==> src/rtl/mixer_sequencer.sv <==
// Eight-step enable-mask sequencer for the 3-channel mixer: programmable tempo,
// wrap point and optional zero-crossing gating of mask changes. DIV_W must be 9..16.
module mixer_sequencer #(
    parameter int DIV_W = 16
) (
    input  logic       clk,
    input  logic       rst_n,
    input  logic       wr_en,
    input  logic [3:0] wr_addr,
    input  logic [7:0] wr_data,
    input  logic       run,
    input  logic       restart,
    input  logic       zc_in,
    output logic       enable_square,
    output logic       enable_sawtooth,
    output logic       enable_triangle,
    output logic [2:0] step_idx,
    output logic       step_tick,
    output logic       mask_pending
);

    typedef enum logic {
        S_IDLE = 1'b0,
        S_RUN  = 1'b1
    } state_t;

    localparam logic [DIV_W-1:0] DIV_ONE = {{(DIV_W-1){1'b0}}, 1'b1};

    logic [7:0][2:0]   pattern_q;
    logic [DIV_W-1:0]  tempo_q;
    logic [2:0]        last_step_q;
    logic              zc_gate_q;

    state_t            state_q;
    logic [DIV_W-1:0]  div_cnt_q;
    logic [2:0]        step_q;
    logic              step_tick_q;
    logic [2:0]        en_q;

    logic [2:0]        target;
    logic [2:0]        en_d;
    logic [2:0]        step_adv_d;
    logic              advance_due;

    // Configuration registers; addresses 12..15 fall through and are ignored.
    always_ff @(posedge clk or negedge rst_n) begin
        if (!rst_n) begin
            pattern_q   <= '0;
            tempo_q     <= '1;
            last_step_q <= 3'd7;
            zc_gate_q   <= 1'b0;
        end else if (wr_en) begin
            case (wr_addr)
                4'd8:    tempo_q[7:0]       <= wr_data;
                4'd9:    tempo_q[DIV_W-1:8] <= wr_data[DIV_W-9:0];
                4'd10:   last_step_q        <= wr_data[2:0];
                4'd11:   zc_gate_q          <= wr_data[0];
                default: begin
                    if (!wr_addr[3]) begin
                        pattern_q[wr_addr[2:0]] <= wr_data[2:0];
                    end
                end
            endcase
        end
    end

    assign target      = pattern_q[step_q];
    assign advance_due = (div_cnt_q >= tempo_q);
    assign step_adv_d  = (step_q >= last_step_q) ? 3'd0 : step_q + 3'd1;
    // With gating on, a mask change waits for an oscillator zero-crossing.
    assign en_d        = (zc_gate_q && !zc_in) ? en_q : target;

    always_ff @(posedge clk or negedge rst_n) begin
        if (!rst_n) begin
            state_q     <= S_IDLE;
            div_cnt_q   <= '0;
            step_q      <= 3'd0;
            step_tick_q <= 1'b0;
            en_q        <= 3'b000;
        end else begin
            step_tick_q <= 1'b0;
            case (state_q)
                S_IDLE: begin
                    div_cnt_q <= '0;
                    if (restart) begin
                        step_q <= 3'd0;
                    end
                    if (run) begin
                        state_q <= S_RUN;
                        en_q    <= en_d;
                    end else begin
                        en_q <= 3'b000;
                    end
                end
                S_RUN: begin
                    if (!run) begin
                        // Mute on the very next cycle; the step position is kept.
                        state_q   <= S_IDLE;
                        en_q      <= 3'b000;
                        div_cnt_q <= '0;
                        if (restart) begin
                            step_q <= 3'd0;
                        end
                    end else begin
                        en_q <= en_d;
                        if (restart) begin
                            step_q    <= 3'd0;
                            div_cnt_q <= '0;
                        end else if (advance_due) begin
                            step_q      <= step_adv_d;
                            div_cnt_q   <= '0;
                            step_tick_q <= 1'b1;
                        end else begin
                            div_cnt_q <= div_cnt_q + DIV_ONE;
                        end
                    end
                end
                default: begin
                    state_q <= S_IDLE;
                end
            endcase
        end
    end

    assign enable_square   = en_q[0];
    assign enable_sawtooth = en_q[1];
    assign enable_triangle = en_q[2];
    assign step_idx        = step_q;
    assign step_tick       = step_tick_q;
    assign mask_pending    = (state_q == S_RUN) && (en_q != target);

endmodule

==> config.mk <==
export PLATFORM = sky130hd
export DESIGN_NAME = mixer_sequencer
export DESIGN_NICKNAME = d
export VERILOG_FILES = /design/src/rtl/mixer_sequencer.sv
export SDC_FILE = /design/constraint.sdc
export NUM_CORES = 1
export LEC_CHECK = 0
export ABC_AREA = 1
export CORE_UTILIZATION = 25
export CTS_BUF_LIST = sky130_fd_sc_hd__clkbuf_2 sky130_fd_sc_hd__clkbuf_4 sky130_fd_sc_hd__clkbuf_8
export DETAILED_ROUTE_END_ITERATION = 8
export GPL_TIMING_DRIVEN = 0
export PLACE_DENSITY = 0.48
export RECOVER_POWER = 100
export SLEW_MARGIN = 10
export SYNTH_ARGS = -nofsm -noshare
export SYNTH_HDL_FRONTEND = slang
export SYNTH_SLANG_ARGS = --single-unit
==> constraint.sdc <==
create_clock -name clk -period 1.6 [get_ports clk]
set_input_delay 0.24 -clock clk [delete_from_list [all_inputs] [get_ports clk]]
set_output_delay 0.24 -clock clk [all_outputs]
set_load 0.03 [all_outputs]
==> impl_metrics.tcl <==
set metrics [dict create \
    status "complete, but fails checks" \
    failed_checks "negative setup slack" \
    cpMaxStageDelayCell "dfrtp_2" \
    cp.buffers_inverters 3 \
    worst_slew_pin_slew_ns 0.613 \
    setup_viol_count_final 23 \
    synth-async-reset-ratio_pct 100 \
    clock-sinks 68 \
    die_y_um 124 \
    grt_use_total_pct 13.2 \
    final_cell_area_mm2 0.00510 \
    fin_crit_ns 2.14 \
    cp_max_fo 10 \
    worstPathCellList "buf_6 > buf_8 > o211ai_1 > nand3_2 > nand3_1 > nand2_2 > nor2_4 > nor2_4 > buf_6" \
    die-area_mm2 0.0153 \
    switching_share_pct 32.5 \
    die_w_um 124 \
    n_antenna_cell 0 \
    synth_cells 450 \
    cp-startpoint "step_idx[0]" \
    path_class "flop to output port" \
    synth_top_flop_cell "dfrtp_1" \
    synth_compound_area_share_pct 9.85 \
    pwr-share-clk_pct 28.5 \
    drt.antenna.violating_nets 0 \
    setup_slack_ns -0.539 \
    cts_buffers 9 \
    route.detailed.drc 0 \
    slew_violations 0 \
    critPathLaunchType "flop" \
    slowest_delay_ns 0.42 \
    synthAdderAreaFrac_pct 7.11 \
    synth_cell_types 32 \
    drive_above_1_share_pct 32.2 \
    p_int_mw 4.34 \
    syn2layout_area_growth_pct 38.1 \
    ioPinCount 26 \
    max_cap_violations 0 \
    antenna_found_initial 0 \
    switchingPower_mw 2.09 \
    grt_pass1_wl_um 15300 \
    synth_edf_count 0 \
    yosysSeqAreaShare_pct 46.7 \
    rsz0062_at_grt "yes" \
    ir_drop_mv 0.440 \
    skew_ns 0.00869 \
    crit_family "simple AND/OR/NAND/NOR gates" \
    synthMuxAreaShare_pct 0 \
    syn_area_mm2 0.00370 \
    clk_latency_ns 0.36 \
    grt_max_degree 49 \
    total_leakage_power_nw 2.31 \
    portBuffers 25 \
    yosysWarningCount 0 \
    grt_pass1_vias 3099 \
    worst_hold_slack_ns 0.383 \
    row_count 44 \
    cts.htree.levels 3 \
    power_density_mw_per_mm2 1260 \
    core_area_mm2 0.0145 \
    combinationalPowerShare_pct 36.5 \
    synth_top_area_share_pct 33.2 \
    synth-seq-cells 68 \
    grt_overflow 0 \
    placed_cell_area_mm2 0.00425 \
    cts-root-buf "clkbuf_8" \
    nets 559 \
    max_freq_mhz 467 \
    clk_pin_slew_ns 0.08 \
    hpwl_um 6370 \
    synth_top_family_by_area "simple AND/OR/NAND/NOR gates" \
    drt-initial-drc-count 110 \
    gp_routability_congestion 0.814 \
    cts_buffer_depth 2 \
    num_vias 3134 \
    synth_area_leaders "dfrtp_1 (33%), dfstp_2 (14%), nand2_1 (12%)" \
    synth_xor_area_share_pct 3.32 \
    synth_nets 489 \
    finalHoldViolCount 0 \
    yosys.cell_count.top_type "nand2_1" \
    cp_data_required_time_ns 1.36 \
    p_total_mw 6.43 \
    regToRegStartpoint "step_idx[0]" \
    post-route-period-util_pct 134 \
    first_pass_iters 4 \
    yosys-top-cells-count "nand2_1 (114), inv_1 (70), dfrtp_1 (49), o21ai_0 (49), nor2_1 (30)" \
    endpoint_kind "output port" \
    synth_top_cell_by_area "dfrtp_1" \
    crit_arrival_ns 1.90 \
    holdCritPathClass "input pin to asynchronous set/reset pin" \
    cts_tree "yes" \
    wl_per_cell_um 13.0 \
    synth_simple_gate_area_share_pct 24.4 \
    pwr-share-seq_pct 35.0 \
    viasPerCell 4.42 \
    relSlewSlack_pct 59.1 \
    drt-total-wl_um 9200 \
    initial_utilization_pct 25.5 \
    syn_area_per_cell_um2 8.22 \
]
flip-flops by register name (all words and copies together), names as in the netlist:
register	count
step_idx	3
step_tick	1
en_q	3
last_step_q	3
state_q	1
div_cnt_q	16
zc_gate_q	1
pattern_q	24
tempo_q	16
cells in the final DEF, fill, tap and decap left out, types with 2 or more instances in the layout:
master,instances
nand2_1,97
inv_1,61
dfrtp_1,46
o21ai_0,45
buf_4,28
nor2_1,21
dfstp_2,19
nand2_2,18
nor2_2,13
clkdlybuf4s50_1,13
nand3_1,12
nand3_2,12
ha_4,11
clkbuf_8,11
inv_2,10
xor2_1,10
nor2_4,10
ha_1,10
buf_6,8
nand4_1,8
dlygate4sd2_1,6
a21oi_2,4
a21oi_1,4
xnor2_1,4
dlygate4sd3_1,4
nor3_1,3
o21ai_1,3
buf_12,3
o22ai_2,3
bufinv_16,3
dfrtp_2,3
nor3_2,2
o21ai_2,2
o211ai_1,2
clkbuf_1,2
clkinv_4,2
path summary, 6_finish.rpt:
check	to	slack [ns]	cells after the start
setup / recovery	mask_pending	-0.54	9
hold / removal	div_cnt_q[15]	0.38	2
setup reg to reg	en_q[0]	-0.53	15
hold reg to reg	pattern_q[2]	0.49	2
max in group asynchronous	pattern_q[20]	0.21	3
min in group clk	tempo_q[14]	0.43	3
per-layer routing:
metal	share of wire (%)	vias to the layer above	routed length, um	GRT usage [%]
met4	2.2	0	201	5.80
met3	3.5	14	321	1.83
met5	0	-	0	0
li1	-	1573	-	-
met1	46	1496	4250	17.2
met2	48	51	4420	21.9
per-stage QoR:
stage          cells  setup TNS (ns)  utilization, %  setup slack, ns
5_1_grt          709           -9.63            35.3           -0.653
6_report         709           -6.45            35.3           -0.539
3_3_place_gp     659         -133.21            29.2            -2.26
2_1_floorplan    450           -1.23               -           -0.102
3_5_place_dp     660          -13.40            29.3           -0.718
4_1_cts          710           -6.61            34.5           -0.530
final cells by class:
class | count | area, um2
plain buffers | 6 | 72.6
multi-input cells | 304 | 2010
well taps | 184 | 230
repair buffers | 60 | 538
fillers | 1443 | 9370
flip-flops and latches | 68 | 1730
inverters | 71 | 267
clock buffers | 11 | 151
clock inverters | 5 | 108
power by group through the flow:
stage | logic, mW | registers [mW] | clock network (mW)
CTS | 2.10 | 2.24 | 1.88
finish | 2.35 | 2.25 | 1.84
detailed placement | 1.47 | 2.27 | 0
global route | 2.59 | 2.29 | 1.96
floorplan | 0.966 | 2.30 | 0
global placement | 1.43 | 2.27 | 0
cells by family (layout without fill, tap and decap cells):
logic type | after synthesis | after routing
buffers and inverters | 78 | 153
AOI/OAI and AO/OA | 68 | 68
xor gates and xnor gates | 14 | 14
and+or+nand+nor | 201 | 201
adders and majority gates | 21 | 21
DFF | 68 | 68
repair_timing:
item                       CTS  global route
hold endpoints to repair    20             0
hold buffers                 1             0
pin swaps                   20            13
gates cloned                 1             0
setup endpoints to repair   30            36
gates resized for setup     60            40
buffers inserted            32             3
Note: power is estimated with default switching activity, not from simulation.
